**src/rtl/hc595_pkg.sv**
```systemverilog
// hc595_pkg: shared definitions for the 74HC595 chain driver.
//   state_t        - driver FSM states
//   half_period()  - clk cycles per SRCLK half-period
//   params_legal() - elaboration-time parameter legality check
package hc595_pkg;

    typedef enum logic [1:0] {
        IDLE  = 2'd0,
        SHIFT = 2'd1,
        LATCH = 2'd2
    } state_t;

    function automatic int half_period(input int clock_freq, input int srclk_freq);
        if (srclk_freq <= 0) return 0;
        return clock_freq / (2 * srclk_freq);
    endfunction

    function automatic bit params_legal(input int h, input int n_chips);
        return (h >= 1) && (n_chips >= 1);
    endfunction

endpackage

```
**src/rtl/hc595_tick_gen.sv**
```systemverilog
// hc595_tick_gen: half-period divider for the 595 chain driver.
//   clk, reset - system clock, async active-high reset
//   enable     - divider runs only while high; held at 0 otherwise
//   tick       - one-cycle pulse every H enabled cycles
module hc595_tick_gen #(
    parameter int H = 2
) (
    input  logic clk,
    input  logic reset,
    input  logic enable,
    output logic tick
);

    localparam int            CW   = $clog2(H) + 1;
    localparam logic [CW-1:0] LAST = CW'(H - 1);

    logic [CW-1:0] r_cnt;

    // Counter sits at 0 while disabled, so the first tick after the FSM
    // leaves IDLE lands exactly H cycles after capture.
    always_ff @(posedge clk or posedge reset) begin
        if (reset)
            r_cnt <= '0;
        else if (!enable || r_cnt == LAST)
            r_cnt <= '0;
        else
            r_cnt <= r_cnt + 1'b1;
    end

    assign tick = enable && (r_cnt == LAST);

endmodule

```
**src/rtl/hc595_chain_driver.sv**
```systemverilog
// hc595_chain_driver: serial driver for a cascade of N_CHIPS 74HC595s.
//   clk, reset    - system clock, async active-high reset
//   data_in[W]    - frame to send (captured on accept)
//   load          - request, accepted when load & ready
//   auto_refresh  - idle driver self-loads data_in continuously
//   ready         - idle, able to accept a frame
//   done          - one-cycle pulse as RCLK falls at end of frame
//   SRCLK/RCLK/DIO- 595 shift clock, latch clock, serial data
// All outputs are registered.
import hc595_pkg::*;

module hc595_chain_driver #(
    parameter int CLOCK_FREQ = 50_000_000,
    parameter int SRCLK_FREQ = 12_500_000,
    parameter int N_CHIPS    = 2,
    parameter bit MSB_FIRST  = 1'b1
) (
    input  logic                 clk,
    input  logic                 reset,
    input  logic [8*N_CHIPS-1:0] data_in,
    input  logic                 load,
    input  logic                 auto_refresh,
    output logic                 ready,
    output logic                 done,
    output logic                 SRCLK,
    output logic                 RCLK,
    output logic                 DIO
);

    localparam int W   = 8 * N_CHIPS;
    localparam int H   = half_period(CLOCK_FREQ, SRCLK_FREQ);
    localparam int BCW = $clog2(W);
    localparam logic [BCW-1:0] LAST_BIT = BCW'(W - 1);

    generate
        if (!params_legal(H, N_CHIPS)) begin : g_bad_params
            $error("hc595_chain_driver: illegal parameters (H=%0d, N_CHIPS=%0d)", H, N_CHIPS);
        end
    endgenerate

    state_t         r_state;
    logic [W-1:0]   r_shreg;
    logic [BCW-1:0] r_bitcnt;
    logic           r_phase;   // 0: first half-period, 1: second
    logic           r_srclk;
    logic           r_rclk;
    logic           r_dio;
    logic           r_done;
    logic           r_ready;

    logic           w_tick;
    logic           w_start;
    logic [W-1:0]   w_shreg_next;
    logic           w_first_bit;
    logic           w_next_bit;

    hc595_tick_gen #(.H(H)) u_tick (
        .clk    (clk),
        .reset  (reset),
        .enable (r_state != IDLE),
        .tick   (w_tick)
    );

    assign w_start      = load | auto_refresh;
    assign w_shreg_next = MSB_FIRST ? {r_shreg[W-2:0], 1'b0} : {1'b0, r_shreg[W-1:1]};
    assign w_first_bit  = MSB_FIRST ? data_in[W-1] : data_in[0];
    assign w_next_bit   = MSB_FIRST ? w_shreg_next[W-1] : w_shreg_next[0];

    always_ff @(posedge clk or posedge reset) begin
        if (reset) begin
            r_state  <= IDLE;
            r_shreg  <= '0;
            r_bitcnt <= '0;
            r_phase  <= 1'b0;
            r_srclk  <= 1'b0;
            r_rclk   <= 1'b0;
            r_dio    <= 1'b0;
            r_done   <= 1'b0;
            r_ready  <= 1'b1;
        end else begin
            r_done <= 1'b0;
            case (r_state)
                IDLE: begin
                    if (w_start) begin
                        // DIO gets bit 0 straight from data_in so it is valid
                        // for the whole first half-period.
                        r_shreg  <= data_in;
                        r_dio    <= w_first_bit;
                        r_bitcnt <= '0;
                        r_phase  <= 1'b0;
                        r_srclk  <= 1'b0;
                        r_ready  <= 1'b0;
                        r_state  <= SHIFT;
                    end
                end
                SHIFT: begin
                    if (w_tick) begin
                        if (!r_phase) begin
                            r_srclk <= 1'b1;
                            r_phase <= 1'b1;
                        end else begin
                            // SRCLK falls together with the DIO update, so DIO
                            // never moves while SRCLK is high.
                            r_srclk <= 1'b0;
                            r_phase <= 1'b0;
                            if (r_bitcnt == LAST_BIT) begin
                                r_state <= LATCH;
                            end else begin
                                r_bitcnt <= r_bitcnt + 1'b1;
                                r_shreg  <= w_shreg_next;
                                r_dio    <= w_next_bit;
                            end
                        end
                    end
                end
                LATCH: begin
                    if (w_tick) begin
                        if (!r_phase) begin
                            r_rclk  <= 1'b1;
                            r_phase <= 1'b1;
                        end else begin
                            r_rclk  <= 1'b0;
                            r_phase <= 1'b0;
                            r_done  <= 1'b1;
                            r_ready <= 1'b1;
                            r_state <= IDLE;
                        end
                    end
                end
                default: r_state <= IDLE;
            endcase
        end
    end

    assign ready = r_ready;
    assign done  = r_done;
    assign SRCLK = r_srclk;
    assign RCLK  = r_rclk;
    assign DIO   = r_dio;

endmodule

```
**config.mk**
```make
export PLATFORM = sky130hd
export DESIGN_NAME = hc595_chain_driver
export DESIGN_NICKNAME = d
export VERILOG_FILES = /design/src/rtl/hc595_pkg.sv /design/src/rtl/hc595_tick_gen.sv /design/src/rtl/hc595_chain_driver.sv
export SDC_FILE = /design/constraint.sdc
export NUM_CORES = 1
export LEC_CHECK = 0
export CAP_MARGIN = 0
export CORE_MARGIN = 3
export CORE_UTILIZATION = 42
export CTS_CLUSTER_SIZE = 30
export DETAILED_ROUTE_END_ITERATION = 10
export GPL_TIMING_DRIVEN = 0
export PLACE_DENSITY_LB_ADDON = 0.3
export SLEW_MARGIN = 20
export SYNTH_ARGS = -nofsm -noshare
export SYNTH_HDL_FRONTEND = slang
export SYNTH_SLANG_ARGS = --single-unit
```
**constraint.sdc**
```tcl
create_clock -name clk -period 2.14 [get_ports clk]
set_input_delay 0.428 -clock clk [delete_from_list [all_inputs] [get_ports clk]]
set_output_delay 0.428 -clock clk [all_outputs]
set_load 0.05 [all_outputs]
```
# [After elaboration in Yosys (flattened, before gate mapping)]
# Cells that the tools add are included.
[classes] add_sub_neg=2 n_mul=0 div_mod_pow=0 n_lt_le_gt_ge=0 n_eq_ne=12 shifts=0 n_mux=34 bitwise_logic=1 reduce_logical=15
[ops] op="15-bit 2-to-1 mux" count=4
[ops] op="15-bit one-hot mux with 2 select lines" count=1
[ops] op="4-bit 2-to-1 mux" count=4
[ops] op="2-bit 2-to-1 mux" count=7
[ops] op="1-bit 2-to-1 mux" count=12
[ops] op="2-bit inequality test (second input constant)" count=5
[ops] op="1-bit one-hot mux with 2 select lines" count=4
[ops] op="4-bit one-hot mux with 2 select lines" count=1
[ops] op="2-bit nonzero test" count=4
[ops] op="2-bit by 1-bit inequality test with 1-bit output (second input constant)" count=3
[ops] op="2-bit one-hot mux with 3 select lines" count=1
[ops] op="3-bit AND reduction" count=2
[ops] op="6-bit AND reduction" count=1
[ops] op="5-bit AND reduction" count=1
[ops] op="4-bit by 1-bit adder with 4-bit output (second input constant)" count=1
[ops] op="2-bit by 1-bit == test with 1-bit output (second input constant)" count=2
[ops] op="4-bit == test (second input constant)" count=1
[ops] op="4-bit AND reduction" count=1
[ops] op="2-bit by 1-bit adder with 2-bit output (second input constant)" count=1
[ops] op="2-bit == test (second input constant)" count=1
[ops] op="2-bit logical NOT" count=1
[ops] op="2-bit AND reduction" count=1
[ops] op="2-bit OR reduction" count=1
[ops] op="1-bit logical AND" count=1
[ops] op="other kinds (3)" count=3
[word_totals] register_bits=29 latch_bits=0 ramBits=0 romBits=0 in_bits=20 n_memories=0

# [Longest topological paths before layout]
# Gate-level depths: netlist of the first run.
[logic_depth] ltp_word=5 mapped_depth=7 ltp_nobuf=5

# [Hierarchy]
# A second synthesis of the first run with hierarchy kept.
[hier_totals] cells_unflattened=147 area_unflattened_um2=1530.2
[modules_own_cells] mod="hc595_chain_driver" instances=1 cells_each=139 area_per_inst_um2=1437.6
[modules_own_cells] mod="hc595_tick_gen" instances=1 cells_each=8 area_per_inst_um2=92.6

# [Worst setup path before layout of the first run]
# Ideal clock, no wire load.
[synth_path] path_kind="reg-to-reg" start="register r_state[1]" end="register r_dio, in the netlist DIO" setup_ns=0.125 t_arrival_ns=1.737 required_ns=2.015 path_slack_ns=0.279 path_stages_with_launch=7 period_less_slack_ns=1.861 cell_sequence="dfrtp_1 -> inv_1 -> ha_1 -> buf_4 -> clkbuf_1 -> mux2_2 -> mux2_2"
[synth_between] elab_chain_cells=4 word_cells_on_any_way=11
[synth_lines] item="start, declared" line="hc595_chain_driver.sv:41" text="state_t r_state;"
[synth_lines] item="start signal, assigned" line="hc595_chain_driver.sv:71" text="r_state <= IDLE;"
[synth_lines] item="start signal, assigned" line="hc595_chain_driver.sv:93" text="r_state <= SHIFT;"
[synth_lines] item="start signal, assigned" line="hc595_chain_driver.sv:107" text="r_state <= LATCH;"
[synth_lines] item="2-bit nonzero test" line="hc595_chain_driver.sv:60" text=".enable (r_state != IDLE),"
[synth_lines] item="1-bit logical AND" line="hc595_tick_gen.sv:30" text="assign tick = enable && (r_cnt == LAST);"
[synth_lines] item="2-bit by 1-bit inequality test with 1-bit output (no source line)"
[synth_lines] item="5-bit AND reduction (no source line)"
[synth_lines] item="end signal, assigned" line="hc595_chain_driver.sv:88" text="r_dio <= w_first_bit;"
[synth_lines] item="end signal, assigned" line="hc595_chain_driver.sv:111" text="r_dio <= w_next_bit;"
[synth_lines] item="end, declared" line="hc595_chain_driver.sv:47" text="logic r_dio;"
# Parallel ways exist; a longest one is shown, timed or not.
# A chain may end at the register's enable or synchronous reset.

# [Worst setup path after layout of the first run]
[layout_path] start="register r_state[1]" end="register r_shreg[11]"
[layout_between] elab_chain_cells=4 word_cells_on_any_way=11
[layout_lines] item="2-bit nonzero test" line="hc595_chain_driver.sv:60"
[layout_lines] item="1-bit logical AND" line="hc595_tick_gen.sv:30"
[layout_lines] item="2-bit by 1-bit inequality test with 1-bit output (no source line)"
[layout_lines] item="5-bit AND reduction (no source line)"
[layout_lines] item="end signal, assigned" line="hc595_chain_driver.sv:87" text="r_shreg <= data_in;"
[layout_lines] item="end signal, assigned" line="hc595_chain_driver.sv:110" text="r_shreg <= w_shreg_next;"
[layout_lines] item="end, declared" line="hc595_chain_driver.sv:42" text="logic [W-1:0] r_shreg;"
# Parallel ways exist; a longest one is shown, timed or not.

==> impl_results.md, run 1 <==
- IO Pins: 25
- Mapped Nets: 157
- Antenna violations before repair: 0
- Status: finished, final reports clean
- Clock share of power: roughly 16%
- CP Max Fanout: 10
- PwrDens: roughly 1300 nW/um^2
- Fin crit share: a little over nine tenths
- Vias in the first global route: approximately 1,200
- Setup WS pre-CTS: -9.80 ps
- DRC: 0
- Clock Sinks: 29
- Final Hold Fails: 0
- Commonest cells after routing, fill and taps aside: dfrtp_1 (28), mux2_2 (24), clkdlybuf4s50_1 (24)
- Via count: 1,124
- Iter 0 DRT Violations: 26
- R2R cell count: 7
- Grt ovf: 0
- Total core area: roughly 3500 um^2
- Sw power: roughly 950 uW
- Hold Path Depth: 1
- Die height: about 68 um
- TritonCTS buffer count: 5
- Worst r2r src: r_state[1]$_DFFE_PP0P_
- Met1 Use GR: 20.1%
- Final setup viols: 0
- Tot GR Track Use: ~16%
- Die Width: 67.9 um
- Internal power: between 1.5 and 2 mW
- Clk root buf: clkbuf_8
- HP Start: u_tick.r_cnt[0]$_DFF_PP0_
- Post-synthesis cell count: roughly 130
- Post-route setup slack: 113 ps
- Placer Congestion: approximately 0.75
- WL/cell: around 15 um
- Post-synth EDFFs: 0
- Yosys reg bits: 29
- Max_cap viols: 0
- H-tree levels: 2
- WP data required: approximately 2300 ps
- Logic pwr share: 49.5%
- Detailed Route WL: between 3000 and 4000 um
- Hold Buf Count CTS: 0
- Met2 Use GR: a little over a quarter
- ANT nets after route: 0
- Ratio of cells with drive above 1 in the final layout: 30.9%
- Clk pin slew, worst setup/hold paths: 70 ps
- First-pass GRT wire length: about 5500 um
- Sw Share: about a third
- R2R Setup Slk: around 110 ps
- Asr flop ratio synth: 100%
- IO buf count: 24
- Crit Path Category: reg2reg
- Lkg Pwr: around 0.87 nW
- Slew headroom: 60.9%
- Worst hold-check path type: reg2reg
- Most common cell after layout, fill and taps aside: dfrtp_1
- FMAX: 493 MHz
- VDD IR max: roughly 0.84 mV
- RSZ-0062 raised after global routing: false
- Starting density of the core: a little under half
- Reg2reg end: r_shreg[11]$_DFFE_PP0P_
- Syn Std Cell Area: between 1500 and 2000 um^2
- Final Util: between 50% and 60%
- Met3 Use GR: under 10%
- Clk buf depth: 2
- Hold path endpoint: u_tick.r_cnt[0]$_DFF_PP0_
- Register area share after synthesis: a little under half
- GR peak layer: met2
- Row count: 21
- Fin area: ~2000 um^2
- Placed Area: 1910 um^2
- DRT Pass-1 Iters: 4
- Top FF cell, synth: dfrtp_1
- Worst clock skew: between 6 and 7 ps
- Largest net degree at the start of global routing: 30
- Final nets: 190
- Area grow syn2layout: 24.9%
- Cell variety after synth: 42
- Startpoint type of the worst setup path: register
- Dpl hpwl: approximately 2300 um
- Syn_area_per_cell: between 10 and 15 um^2
- Detail-routed via count per cell: roughly 5.3
- # diodes: 0
- Tmin final: around 2000 ps
- Critical path data arrival time: around 2200 ps
- Skew-Pair Late Insertion Delay: between 200 and 300 ps
- Flop pwr share: 34.5%
- Setup TNS: 0 ps
- Die area: between 4000 and 5000 um^2
- Crit end category: register
- Synth warn: 0
- Worst-Margin Slew: about 580 ps
- Fin. max-slew vios: 0
- CTS tree: done
-- worst max-delay path, stage by stage (launching register included) --
cell,delay [ps]
dfrtp_1,420
inv_1,160
ha_1,210
clkbuf_4,200
o21ai_2,130
o22ai_4,250
buf_4,190
mux2_2,340
-- repair_timing --
| action | 4_1_cts | 5_1_grt |
|---|---|---|
| setup buffers | 2 | 0 |
| pin swaps | 1 | 0 |
| endpoints found under the hold margin | 0 | 0 |
| endpoints found under the setup margin | 11 | 13 |
| gates resized for setup | 1 | 4 |
-- synthesized netlist by cell type, drive strengths merged (2+ instances only) --
library cell,number,area (um^2)
a21oi,4,20.0
and3,2,12.5
buf,2,27.5
clkbuf,3,12.5
dfrtp,28,701
ha,6,75.1
inv,10,37.5
mux2,31,375
nand2b,3,18.8
nand3,2,10.0
nor2,5,18.8
nor3,2,10.0
o211ai,2,15.0
o21ai,6,33.8
o22ai,2,26.3
o2bb2ai,2,17.5
-- registers in the layout, summed over array words and instances (netlist names), 2 cells and up --
signal,cells
r_shreg,15
r_bitcnt,4
r_state,2
u_tick.r_cnt,2
-- how the worst max path moves through the flow --
stage / start / endpoint / slack, ps / cells after the start
finish: r_state[1]$_DFFE_PP0P_ / r_shreg[11]$_DFFE_PP0P_ / 110 / 7
global route: r_state[1]$_DFFE_PP0P_ / r_shreg[11]$_DFFE_PP0P_ / 20 / 7
CTS: r_state[1]$_DFFE_PP0P_ / r_shreg[3]$_DFFE_PP0P_ / 50 / 6
detailed placement: auto_refresh / r_shreg[3]$_DFFE_PP0P_ / -10 / 5
global placement: auto_refresh / r_shreg[6]$_DFFE_PP0P_ / 30 / 5
floorplan: r_state[1]$_DFFE_PP0P_ / DIO$_DFFE_PP0P_ / 280 / 6
-- power by group through the flow --
stage          Sequential (mW)  Clock (mW)  Combinational, mW
3_3_place_gp             0.931           0               1.25
6_report                 0.936       0.434               1.34
5_1_grt                  0.969       0.477               1.47
3_5_place_dp             0.948           0               1.30
2_1_floorplan            0.966           0              0.992
4_1_cts                  0.938       0.448               1.34
-- metrics by stage --
step	total power, mW	hold slack, ps	instances
after floorplan	1.96	419	131
after global placement	2.18	428	201
after detailed placement	2.25	438	201
after CTS	2.73	447	211
after global routing	2.92	476	211
final	2.71	442	211
-- area by class of cell --
| type | instances | area (um^2) |
|---|---|---|
| Fill cell | 332 | 1510 |
| Timing Repair Buffer | 26 | 255 |
| Clock inverter | 2 | 10.0 |
| Multi-Input combinational cell | 87 | 806 |
| Clock buffer | 6 | 72.6 |
| Inverter | 10 | 37.5 |
| Tap cell | 46 | 57.6 |
| Buffer | 5 | 45.0 |
| Sequential cell | 29 | 727 |
-- metal layers --
layer	part of all wire, %	vias up
met4	1.3	0
met5	0	-
li1	-	549
met2	52	19
met3	3.9	6
met1	43	550
-- kinds of logic (layout without fill, tap and decap cells) --
group,after synthesis,after routing,share of synthesized area (%)
simple gates,27,27,11.3
buf+inv,15,49,4.82
mux,31,31,23.3
flops,29,29,45.1
fa+ha+maj,6,6,4.66
compound gates,23,23,10.8
Note: power is estimated with default switching activity, not from simulation.
==> inputs of run 2 (changes only) <==
--- a/config.mk
+++ b/config.mk
@@ -6,7 +6,7 @@
 export NUM_CORES = 1
 export LEC_CHECK = 0
 export CAP_MARGIN = 0
-export CORE_MARGIN = 3
+export CORE_MARGIN = 1
 export CORE_UTILIZATION = 42
 export CTS_CLUSTER_SIZE = 30
 export DETAILED_ROUTE_END_ITERATION = 10
==> run 2 against run 1 <==
Critical path depth unchanged. Cell count up 0.95%. Die area down 11%. Worst hold slack better by 1.3 ps.
==> impl_results.md, run 2 (synthesis results as in run 1) <==
- Multi-input logic area: about 810 um^2
- CTS tree: done
- Max_cap viols: 0
- Status: finished, final reports clean
- Hold slack: around 440 ps
- Flop pwr share: 34.2%
- R2R Setup Slk: 100 ps
- DRT Pass-1 Iters: 4
- HP Start: u_tick.r_cnt[0]$_DFF_PP0_
- IO buf count: 24
- Worst hold-check path type: reg2reg
- Final nets: between 150 and 200
- Fin. max-slew vios: 0
- Slew headroom: roughly three fifths
- Crit-path max cell delay: about 420 ps
- Lkg Pwr: 0.870 nW
- CP Max Fanout: 10
- Largest Register: r_shreg
- IO Pins: 25
- Iter 0 DRT Violations: between 40 and 50
- Total core area: between 3000 and 4000 um^2
- Fill cells: about 320
- Starting density of the core: a little over two fifths
- Hold path endpoint: u_tick.r_cnt[0]$_DFF_PP0_
- Clk buf depth: 2
- Tot GR Track Use: 16.9%
- Startpoint type of the worst setup path: register
- Commonest cells after routing, fill and taps aside: dfrtp_1 (28), mux2_2 (24), clkdlybuf4s50_1 (24)
- Sw Share: 34.2%
- Vias in the first global route: between 1,000 and 1,500
- Antenna violations before repair: 0
- Worst setup path start: r_state[0]$_DFFE_PP0P_
- Die area: a little over 4000 um^2
- Slowest cell on crit path: dfrtp_1
- Crit end category: register
- Reg2reg end: r_shreg[12]$_DFFE_PP0P_
- Fin crit share: 95.4%
- Worst clock skew: between 5 and 6 ps
- Logic pwr share: about half
- Worst-Margin Slew: about 600 ps
- PwrDens: roughly 1300 nW/um^2
- Detailed Route WL: slightly above 3000 um
- Critical path data arrival time: 2200 ps
- Area grow syn2layout: 25.3%
- Sw power: slightly above 900 uW
- Fin area: just over 2000 um^2
- Skew-Pair Late Insertion Delay: roughly 280 ps
- Detail-routed via count per cell: ~5.3
- Final Hold Fails: 0
- Largest net degree at the start of global routing: 30
- WP data required: 2300 ps
- RSZ-0062 raised after global routing: false
- Internal power: between 1.5 and 2 mW
- FMAX: about 490 MHz
- First-pass GRT wire length: 5050 um
- Top Registers: r_shreg (15), r_bitcnt (4)
- Tmin final: slightly above 2000 ps
- Via count: 1,122
- Die height: roughly 64 um
- Storage element area: roughly 730 um^2
- Final setup viols: 0
- Clk root buf: clkbuf_8
- DRC: 0
- Worst r2r src: r_state[0]$_DFFE_PP0P_
- Placed Area: about 1900 um^2
- Clock Sinks: 29
- Die Width: ~64 um
- Clk pin slew, worst setup/hold paths: ~60 ps
- R2R cell count: 7
- Dpl hpwl: roughly 2100 um
- ANT nets after route: 0
- Hold Path Depth: 1
- Crit-path leading delay family: buffers and inverters
- Crit-path cells: inv_1 -> ha_1 -> clkbuf_2 -> o21ai_2 -> o22ai_4 -> buf_4 -> mux2_2
- Clock share of power: between 10% and 20%
- WL/cell: about 14 um
- VDD IR max: about 0.63 mV
- Placer Congestion: between 0.7 and 0.8
- H-tree levels: 2
- CP Buf/Inv Count: 3
- TritonCTS buffer count: 5
- Ratio of cells with drive above 1 in the final layout: 30.3%
- Most common cell after layout, fill and taps aside: dfrtp_1
- Max FFs per register: 15
- Row count: 22
- Grt ovf: 0
- # diodes: 0
- Crit Path Category: reg2reg
==> run 2: power groups by stage <==
stage | registers [mW] | clock network (mW) | logic, mW
global placement | 0.927 | 0 | 1.25
global route | 0.960 | 0.496 | 1.44
CTS | 0.934 | 0.470 | 1.34
detailed placement | 0.942 | 0 | 1.30
floorplan | 0.966 | 0 | 0.992
finish | 0.932 | 0.465 | 1.33
==> run 2: repair_timing <==
item                                    in CTS  in global routing
pin swaps                                    1                  0
endpoints found under the setup margin      13                  4
endpoints found under the hold margin        0                  0
gates resized for setup                      1                  2
hold buffers                                 0                  0
buffers inserted                             2                  0
==> run 2: worst max-delay path by stage <==
stage               cells after the start                      end
global route                            7  r_shreg[12]$_DFFE_PP0P_
detailed placement                      6          DIO$_DFFE_PP0P_
floorplan                               6          DIO$_DFFE_PP0P_
CTS                                     6   r_shreg[3]$_DFFE_PP0P_
finish                                  7  r_shreg[12]$_DFFE_PP0P_
global placement                        5   r_shreg[6]$_DFFE_PP0P_
==> run 2: area by class of cell <==
cell class	count	share of cell area (%)
Clock buffer	8	4.46
Buffer	5	2.11
Multi-Input combinational cell	87	39.9
Sequential cell	29	36.0
Timing Repair Buffer	26	12.6
Tap cell	48	2.98
Inverter	10	1.86
==> run 2: worst reg2reg max path, stage by stage (launching register included) <==
cell	delay, ps
dfrtp_1	420
inv_1	140
ha_1	210
clkbuf_2	220
o21ai_2	150
o22ai_4	260
buf_4	190
mux2_2	330
==> run 2: layer usage <==
metal  up-vias  share of wire (%)  GRT usage, %
li1        541                  -             -
met1       557                 45          18.9
met2        22                 51          29.5
met3         2                3.3          4.82
met4         0               0.76          7.67
met5         -                  0             0
==> run 2: metrics by stage <==
stage	utilization (%)	cells	TNS, ps	power (mW)	worst slack [ps]
global route	55.1	213	0	2.90	7.16
global placement	52.2	203	0	2.18	7.35
CTS	55.1	213	0	2.74	97.0
floorplan	-	131	0	1.96	279
finish	55.1	213	0	2.72	98.5
detailed placement	52.2	203	-133	2.24	-28.9
